--- config.mk ---
export PLATFORM = sky130hd
export DESIGN_NAME = fetch_unit
export DESIGN_NICKNAME = d
export VERILOG_FILES = /design/src/rtl/fetch_unit.sv
export SDC_FILE = /design/constraint.sdc
export NUM_CORES = 1
export LEC_CHECK = 0
export CAP_MARGIN = 30
export CORE_MARGIN = 4
export CORE_UTILIZATION = 29
export CTS_CLUSTER_DIAMETER = 50
export DETAILED_ROUTE_END_ITERATION = 8
export PLACE_DENSITY = 0.89
export SLEW_MARGIN = 30
export SYNTH_ARGS = -nofsm -noshare
export SYNTH_HDL_FRONTEND = slang
export SYNTH_SLANG_ARGS = --single-unit
export TNS_END_PERCENT = 30
--- constraint.sdc ---
create_clock -name clk -period 1.8 [get_ports clk]
set_clock_uncertainty 0.15 [all_clocks]
set_input_delay 0.54 -clock clk [delete_from_list [all_inputs] [get_ports clk]]
set_output_delay 0.54 -clock clk [all_outputs]
set_load 0.02 [all_outputs]
--- src/rtl/fetch_unit.sv ---
// Instruction fetch stage: sequential PC, stall replay, redirect with one bubble.
// Optional FETCH_BOUND_CHECK_EN halts fetch beyond MEM_LAST_ADDR.
module fetch_unit #(
    parameter logic [6:0] RESET_PC      = 7'd0,
    parameter logic [6:0] MEM_LAST_ADDR = 7'd72
) (
    input  logic        clk,
    input  logic        rst_n,
    input  logic        stall,
    input  logic        redirect_valid,
    input  logic [6:0]  redirect_target,
    output logic [6:0]  read_address,
    input  logic [31:0] inst_in,
    output logic        if_valid,
    output logic [6:0]  if_pc,
    output logic [31:0] if_inst,
    output logic        halted
);

    typedef enum logic [1:0] {
        BOOT,
        RUN,
        HALT
    } state_t;

    localparam logic [6:0] BOOT_PC = {RESET_PC[6:2], 2'b00};

`ifdef FETCH_BOUND_CHECK_EN
    localparam logic BOUND_EN = 1'b1;
`else
    localparam logic BOUND_EN = 1'b0;
`endif

    state_t     state, next_state;
    logic [6:0] pc, next_pc;
    logic [6:0] next_if_pc;
    logic       next_if_valid;
    logic [6:0] target_aligned;

    assign target_aligned = {redirect_target[6:2], 2'b00};

    always_ff @(posedge clk or negedge rst_n) begin
        if (!rst_n) begin
            state    <= BOOT;
            pc       <= BOOT_PC;
            if_pc    <= '0;
            if_valid <= 1'b0;
        end else begin
            state    <= next_state;
            pc       <= next_pc;
            if_pc    <= next_if_pc;
            if_valid <= next_if_valid;
        end
    end

    always_comb begin
        next_state    = state;
        next_pc       = pc;
        next_if_pc    = if_pc;
        next_if_valid = if_valid;
        read_address  = pc;

        case (state)
            BOOT: begin
                // Nothing is held yet in BOOT, so a stall keeps presenting pc.
                if (redirect_valid) begin
                    next_pc       = target_aligned;
                    next_if_valid = 1'b0;
                end else if (stall) begin
                    next_if_valid = 1'b0;
                end else begin
                    next_state    = RUN;
                    next_if_pc    = pc;
                    next_pc       = pc + 7'd4;
                    next_if_valid = 1'b1;
                end
            end
            RUN: begin
                if (redirect_valid) begin
                    next_pc       = target_aligned;
                    next_if_valid = 1'b0;
                end else if (stall) begin
                    // Re-read the held address so the word reappears next cycle.
                    read_address = if_pc;
                end else if (BOUND_EN && (pc > MEM_LAST_ADDR)) begin
                    next_state    = HALT;
                    next_if_valid = 1'b0;
                end else begin
                    next_if_pc    = pc;
                    next_pc       = pc + 7'd4;
                    next_if_valid = 1'b1;
                end
            end
            HALT: begin
                next_if_valid = 1'b0;
                if (redirect_valid) begin
                    next_pc    = target_aligned;
                    next_state = BOOT;
                end
            end
            default: begin
                next_state    = BOOT;
                next_pc       = BOOT_PC;
                next_if_valid = 1'b0;
            end
        endcase
    end

    assign if_inst = if_valid ? inst_in : '0;

`ifdef FETCH_BOUND_CHECK_EN
    assign halted = (state == HALT);
`else
    assign halted = 1'b0;
`endif

endmodule

; After elaboration in Yosys (flattened, before gate mapping)
; Index checks and enable logic that the tools add are counted.
; W data, S select, Z words.
[totals]
in_bits = 43
regBits = 17
elab_cells = 36
output_inout_bits = 48
[classes]
muxes = 17
add_sub_neg = 1
bitwise = 2
eq_ne = 7
reduce_logical = 5
[op_table]
columns = operator, n
row1 = $mux W7, 6
row2 = $mux W32, 1
row3 = $pmux W7 S2, 1
row4 = $add A7 B3 Y7 const B, 1
row5 = $mux W2, 3
row6 = $ne A2 B2 Y1 const B, 3
row7 = $pmux W2 S3, 1
row8 = $mux W1, 4
row9 = $reduce_and A2 Y1, 2
row10 = $reduce_and A4 Y1, 1
row11 = $ne A3 B2 Y1 const B, 1
row12 = $ne A3 B3 Y1 const B, 1
row13 = $eq A2 B1 Y1 const B, 1
row14 = $eq A2 B2 Y1 const B, 1
row15 = $logic_not A2 Y1, 1
row16 = $not A1 Y1, 2
row17 = $pmux W1 S2, 1
row18 = $reduce_or A2 Y1, 1

; Longest topological paths before layout
; Gate-level depths: netlist of run 1.
[logic_depth]
depth_word = 4
mapped_depth = 4
mapped_depth_nobuf = 4

; Worst setup path before layout of run 1
; OpenSTA, ideal clock, no wires.
[synth_timing]
path_type = input -> output
from = in stall
to = out read_address[2]
required_time_ns = 1.110
n_path_buf = 1
arrival_ns = 1.144
path_slack_ns = -0.034
path_stages = 3
path_cell_list = buf_6 > nand3b_4 > mux2_4
[synth_between]
elab_chain_cells = 3
[synth_rtl]
columns = element, line_no
row1 = from (decl), 9  ; input logic stall,
row2 = $mux W7, --
row3 = $mux W7, 79  ; if (redirect_valid) begin
row4 = $mux W7, 63  ; case (state)
row5 = to (decl), 12  ; output logic [6:0] read_address,
; Every way passes these cells.

; Final worst setup path of run 1
[layout_timing]
from = in redirect_valid
to = out read_address[6]
[layout_between]
elab_chain_cells = 2
[layout_rtl]
columns = element, line_no
row1 = from (decl), 10  ; input logic redirect_valid,
row2 = $mux W7, 79
row3 = $mux W7, 63
; Every way passes these cells.

==> results of run 1 <==
## placed cells by master (no fill, tap or decap), types with 2 or more instances in the layout
master                            count
sky130_fd_sc_hd__buf_6               37
sky130_fd_sc_hd__dfrtp_1             13
sky130_fd_sc_hd__o21ai_0              3
sky130_fd_sc_hd__nor2_1               4
sky130_fd_sc_hd__clkbuf_2             5
sky130_fd_sc_hd__and2_4              31
sky130_fd_sc_hd__dlymetal6s2s_1      13
sky130_fd_sc_hd__buf_4               17
sky130_fd_sc_hd__xor2_1               3
sky130_fd_sc_hd__mux2_4               5
sky130_fd_sc_hd__nand2_1              6
sky130_fd_sc_hd__dlygate4sd2_1       17
sky130_fd_sc_hd__inv_1                2
sky130_fd_sc_hd__buf_2                3
sky130_fd_sc_hd__clkbuf_4             3
sky130_fd_sc_hd__mux2_2               5
sky130_fd_sc_hd__clkdlybuf4s50_1     10
sky130_fd_sc_hd__nand4b_1             2
sky130_fd_sc_hd__o21ai_1              2
sky130_fd_sc_hd__buf_12               3
## layout make-up
| type | count | area (sq um) | share of cell area |
|---|---|---|---|
| clock buffer | 4 | 36.28 | 0.01679 |
| inverter | 2 | 7.507 | 0.003474 |
| multi-input combinational | 71 | 601.8 | 0.2785 |
| sequential | 14 | 351.6 | 0.1627 |
| tap | 44 | 55.05 | 0.02548 |
| timing repair buffer | 107 | 1109 | 0.5130 |
## what timing repair did
| item | CTS | global route |
|---|---|---|
| setup endpoints to repair | 47 | 45 |
| setup buffers | 1 | 1 |
| cloned | 3 | 0 |
| pin swaps | 17 | 27 |
| resized for setup | 263 | 62 |
## worst max-delay path, cell delays in order
cell and delay (ps):
sky130_fd_sc_hd__buf_2 110, sky130_fd_sc_hd__nand3b_4 220, sky130_fd_sc_hd__mux2_4 340, sky130_fd_sc_hd__buf_6 130
## synth_stat cells
cell                       number  area, sq um
sky130_fd_sc_hd__mux2_4         5        75.07
sky130_fd_sc_hd__and2_1        32        200.2
sky130_fd_sc_hd__nand2_1        6        22.52
sky130_fd_sc_hd__buf_2          1        5.000
sky130_fd_sc_hd__clkbuf_1       3        11.26
sky130_fd_sc_hd__o21ai_1        2        10.01
sky130_fd_sc_hd__or2_2          1        6.260
sky130_fd_sc_hd__buf_6          1        11.26
sky130_fd_sc_hd__mux2i_1        1        10.01
sky130_fd_sc_hd__xnor2_1        1        8.760
sky130_fd_sc_hd__mux2_2         5        56.30
sky130_fd_sc_hd__conb_1         1        3.750
sky130_fd_sc_hd__nor2_1         4        15.01
sky130_fd_sc_hd__xor2_1         3        26.28
sky130_fd_sc_hd__buf_4          1        7.510
sky130_fd_sc_hd__nand3b_4       1        20.02
sky130_fd_sc_hd__nor2_4         1        11.26
sky130_fd_sc_hd__dfrtp_1       14        350.3
sky130_fd_sc_hd__nand4b_1       2        17.52
sky130_fd_sc_hd__inv_1          2        7.510
sky130_fd_sc_hd__o21ai_0        3        15.01
sky130_fd_sc_hd__a21oi_1        1        5.000
sky130_fd_sc_hd__ha_1           1        12.51
sky130_fd_sc_hd__nor2b_2        1        8.760
## report_power, final
part | switching [mW] | internal (mW)
Clock | 0.0944 | 0.123
Combinational | 0.281 | 0.377
Sequential | 0.0281 | 0.354
## cells by family (layout without fill, tap and decap cells)
group	count (synthesis)	after routing	share of synthesized area
AO/OA/AOI/OAI	6	6	0.03273
AND/OR/NAND/NOR	48	48	0.3288
flip-flops	14	14	0.3820
adder cells (fa/ha/maj)	1	1	0.01364
XOR/XNOR	4	4	0.03821
multiplexers	11	11	0.1542
buffers and inverters	8	113	0.04638
other	1	1	0.004089
## worst paths after layout
check / start / end / slack [ps]
max reg2reg: pc[2]$_DFFE_PN0P_ / pc[4]$_DFFE_PN0P_ / 420
min reg2reg: if_pc[1]$_DFFE_PN0N_ / if_pc[1]$_DFFE_PN0N_ / 400
max in group asynchronous: rst_n / if_valid$_DFFE_PN0P_ / 870
min: if_pc[1]$_DFFE_PN0N_ / if_pc[1]$_DFFE_PN0N_ / 400
min in group asynchronous: rst_n / if_pc[1]$_DFFE_PN0N_ / 450
max: redirect_valid / read_address[6] / -230
## sequential cells by signal, summed over array words and instances (netlist names)
signal,cells
if_pc,7
state,1
if_valid,1
pc,5
## layer usage
layer / vias to the layer above / track usage / routed length [um]
li1: 504 / - / -
met1: 506 / 0.1842 / 1721
met2: 61 / 0.3794 / 2281
met3: 10 / 0.04218 / 360
met4: 0 / 0.06332 / 95
met5: - / 0 / 0
==> impl_results.md, run 1 <==
* Register bit count reported by yosys at 14
* Detailed placer's ending HPWL at 2885 um
* Overall power of the completed layout at 1.257 mW
* IO buf count at 87
* Count of unique library cells instantiated by Yosys at 24
* Run status: finished, violations left
* Shortest clock period the worst path allows after layout at 2031 ps
* Layout filler cell count at 186
* Buffer depth of the longest clock path at 2
* Mean instance size in the synthesized netlist at 9.862 sq um
* Period utilization at 1.128
* Die height at 64.24 um
* Detailed-route via count at 1,081
* Number of buffers inserted for hold repair after clock tree synthesis at 0
* Number of remaining DRC errors at 0
* Initial Utilization at 0.3029
* Violations in the final reports: setup timing
* Area growth syn-to-layout at 135.6%
* Average wire length per cell after detail routing at 18.42 um
* Diode count at 0
* Final wirelength at 4458 um
* Cell depth of the worst min-delay path at 2
* Yosys warnings at 0
* Clock network latency to the later pin of the worst-skew pair at 270 ps
* Die Span X at 64.24 um
* Antenna violation net count after detailed routing at 0
* Required time of the critical path at 1110 ps
* Unrepaired setup endpoints after global routing: true
* Die Outline Area at 4126 sq um
* Post-Syn Instances at 93
* Post-synthesis sequential area ratio at 0.3820
* Starting DRT DRC Count at 58
* Crit Path Class: input port to primary output
* Clock-pin slew of the registers on the worst-case setup and hold paths at 80 ps
* Number of buffers inserted during clock tree synthesis at 3
* Via-to-Cell Ratio at 4.467
* Sum of negative setup slack at -5845 ps
* Number of sinks on the clock net at 14
* Maximum fanout encountered on the critical timing path at 6
* Share of the core filled with cells in the final layout at 0.7136
* Worst slack on hold paths at 401.7 ps
* Non-filler cells in the finished layout at 242
* Path type of the worst min-delay path: register to register
* Cell area after placement at 1941 sq um
* Router iterations before antenna repair at 4
* Final Hold Vio Count at 0
* Crit path capture type: primary output
* Antenna violations before repair at 0
* CTS tree: yes
* Final Slew Violations at 0
* Pin count of the biggest net entering global routing at 15
* Cell depth of the worst flop-to-flop path at 5
* Core Area at 3028 sq um
* Fraction of final layout cells sized beyond drive strength 1 at 0.5909
* Number of setup violations in the final report at 40
* Final worst slack at -231.3 ps
* Count of maximum capacitance violations at 0
* Finished layout cell area at 2161 sq um
* Total global-route track usage at 0.1884
* Highest clock frequency the design can meet at 492.3 MHz
* Worst slack after detailed placement at -1025 ps
* Cell chosen for the clock root: sky130_fd_sc_hd__clkbuf_4
* Final Net Count at 243
* Critical Path Start Type: input port
* Total power divided by cell area at 581.7 nW/um^2
* Data arrival time of the worst path at 1340 ps
* Ports at 91
* Number of global-route vias before repair at 1,124
* Worst ir drop on vdd at 0.3972 mV
* # rows at 20
* Cell Count Post-Placement at 234
* Aggregate global routing overflow at 0
* Total number of H-tree levels at 1
* Synthesized net count at 137
* Final weighted congestion in routability-driven placement at 0.7676
* Wire length of the first global-routing pass at 5989 um
* Standby leakage power at 1.172 nW
* Post-Synthesis Cell Area at 917.1 sq um
Power figures use the tool's default switching activity.
==> run 2: changes to the inputs <==
CORE_MARGIN = 2   (was 4)
==> run 2 against run 1 <==
The run still ends with setup timing left; sequential cell count unchanged; design area is essentially flat; core utilization is essentially flat; sequential share of layout area is essentially flat; combinational power fell by 0.9%; die area shrank 12%; worst hold slack worse by 31 ps; setup slack got worse by 14 ps; critical path type is now register to primary output.
==> impl_results.md, run 2 (same netlist as run 1, synthesis figures left out) <==
* Run status: finished, violations left
* Violations in the final reports: setup timing
* Antenna violation net count after detailed routing at 0
* Number of sinks on the clock net at 14
* Worst Hold Launch: if_pc[0]$_DFFE_PN0N_
* Aggregate global routing overflow at 0
* Number of buffers inserted during clock tree synthesis at 3
* Shortest clock period the worst path allows after layout at 2046 ps
* Initial Utilization at 0.3029
* Ports at 91
* Worst slack on hold paths at 370.6 ps
* Average wire length per cell after detail routing at 15.86 um
* Highest clock frequency the design can meet at 488.9 MHz
* Total global-route track usage at 0.1893
* Data arrival time of the worst path at 1360 ps
* Final weighted congestion in routability-driven placement at 0.7349
* Largest register FFs at 7
* Router iterations before antenna repair at 4
* Biggest register: if_pc
* Final Slew Violations at 0
* Detailed-route via count at 1,076
* CTS tree: yes
* Clock network latency to the later pin of the worst-skew pair at 290 ps
* Maximum fanout encountered on the critical timing path at 8
* Hold endpoint: if_pc[0]$_DFFE_PN0N_
* Antenna violations before repair at 0
* Via-to-Cell Ratio at 4.392
* Finished layout cell area at 2162 sq um
* Leading registers by flop count: if_pc: 7 flops, pc: 5 flops
* Cell depth of the worst flop-to-flop path at 5
* Path type of the worst min-delay path: register to register
* Cell area after placement at 1948 sq um
* Final wirelength at 3885 um
* Wire length of the first global-routing pass at 4961 um
* Die Span X at 60.24 um
* Clock share of power at 0.184
* Cell chosen for the clock root: sky130_fd_sc_hd__clkbuf_4
* Number of setup violations in the final report at 39
* Final Hold Vio Count at 0
* Net Sw Power at 0.4080 mW
* Cell depth of the worst min-delay path at 2
* RR Startpoint: pc[2]$_DFFE_PN0P_
* Period utilization at 1.136
* Die Outline Area at 3628 sq um
* Crit path capture type: primary output
* Final worst slack at -245.5 ps
* Proportion of power drawn by flip-flops and latches at 0.300
* Diode count at 0
* Area growth syn-to-layout at 135.7%
* Combinational group share of total power at 0.516
* Total power divided by cell area at 585.0 nW/um^2
* Total number of H-tree levels at 1
* Reg2Reg Capture Point: pc[4]$_DFFE_PN0P_
* Core Area at 3028 sq um
* Internal power consumption at 0.8567 mW
* Highest-count cells in the layout ignoring fill and taps: 36 x sky130_fd_sc_hd__buf_6, 26 x sky130_fd_sc_hd__and2_4, 22 x sky130_fd_sc_hd__clkdlybuf4s50_1, 19 x sky130_fd_sc_hd__buf_4, 13 x sky130_fd_sc_hd__dfrtp_1
* Clock-pin slew of the registers on the worst-case setup and hold paths at 90 ps
* Unrepaired setup endpoints after global routing: true
* Minimum setup slack among reg-to-reg paths at 390 ps
* Pin count of the biggest net entering global routing at 18
* Overall power of the completed layout at 1.265 mW
* Number of remaining DRC errors at 0
* Worst ir drop on vdd at 0.4010 mV
* # rows at 20
* Crit Path Class: register to primary output
* Layout filler cell count at 200
* Required time of the critical path at 1110 ps
* Critical Path Start Type: register
* Buffer depth of the longest clock path at 2
* Standby leakage power at 1.126 nW
* Switching share of total power at 0.3226
* Multi-input gate area at 591.8 sq um
* Final Net Count at 246
* Die height at 60.24 um
* Fraction of final layout cells sized beyond drive strength 1 at 0.5771
* IO buf count at 87
* Detailed placer's ending HPWL at 2708 um
* Most common library cell in the layout ignoring fill and taps: sky130_fd_sc_hd__buf_6
* Starting DRT DRC Count at 20
* Number of global-route vias before repair at 1,065
* Area taken by flip-flops and latches at 351.6 sq um
* Count of maximum capacitance violations at 0
==> run 2: changes by cell type in the layout (fill, tap and decap cells not counted), sizes merged <==
cell           previous run  this run
buf                      61        64
dlygate4sd2              17         9
clkbuf                   10         8
clkdlybuf4s15             0         2
clkdlybuf4s50            10        22
dlymetal6s2s             13         9
==> run 2: power by group through the flow <==
stage | clock, mW | sequential [mW] | combinational, mW
after floorplan | 0 | 0.422 | 0.215
after global placement | 0 | 0.380 | 0.586
after detailed placement | 0 | 0.382 | 0.599
after CTS | 0.238 | 0.378 | 0.612
after global routing | 0.254 | 0.384 | 0.689
final | 0.233 | 0.379 | 0.652
==> run 2: worst max-delay path by stage <==
stage	startpoint	to	slack (ps)	cells after the start
floorplan	stall	read_address[2]	-10	3
global placement	stall	read_address[6]	-990	4
detailed placement	stall	read_address[1]	-1080	5
CTS	state[0]$_DFFE_PN0P_	read_address[3]	-220	3
global route	if_valid$_DFFE_PN0P_	if_inst[2]	-280	4
finish	if_valid$_DFFE_PN0P_	if_inst[2]	-250	4
==> run 2: final cells by class <==
cell class	instances	share of cell area
well taps	44	0.02546
multi-input cells	71	0.2737
inverters	2	0.003472
clock buffers	4	0.01678
repair buffers	110	0.5179
flip-flops and latches	14	0.1626
==> run 2: per-layer routing <==
metal,share of wire,vias up,GRT usage
li1,-,512,-
met1,0.35,491,0.1720
met2,0.53,63,0.3789
met3,0.084,10,0.04762
met4,0.034,0,0.08889
met5,0,-,0
==> run 2: timing repair <==
item                       in CTS  in global routing
setup endpoints to repair      47                 42
setup buffers                   2                  1
gates cloned                    2                  1
hold buffers                    0                  0
pin swaps                       8                  9
resized for setup             235                 67
==> run 2: stage by stage <==
| step | setup slack [ps] | utilization | setup TNS (ps) | instances |
|---|---|---|---|---|
| 6_report | -245.5 | 0.7141 | -6053 | 245 |
| 5_1_grt | -280.0 | 0.7141 | -7192 | 245 |
| 4_1_cts | -224.7 | 0.6566 | -6836 | 243 |
| 3_5_place_dp | -1079 | 0.6434 | -28210 | 235 |
| 3_3_place_gp | -992.0 | 0.6434 | -27300 | 235 |
| 2_1_floorplan | -13.62 | - | -68.12 | 93 |
==> run 2: critical path: stages, from the launching register on <==
cell,delay [ps]
sky130_fd_sc_hd__dfrtp_2,490
sky130_fd_sc_hd__buf_12,150
sky130_fd_sc_hd__buf_16,120
sky130_fd_sc_hd__and2_1,130
sky130_fd_sc_hd__buf_2,160
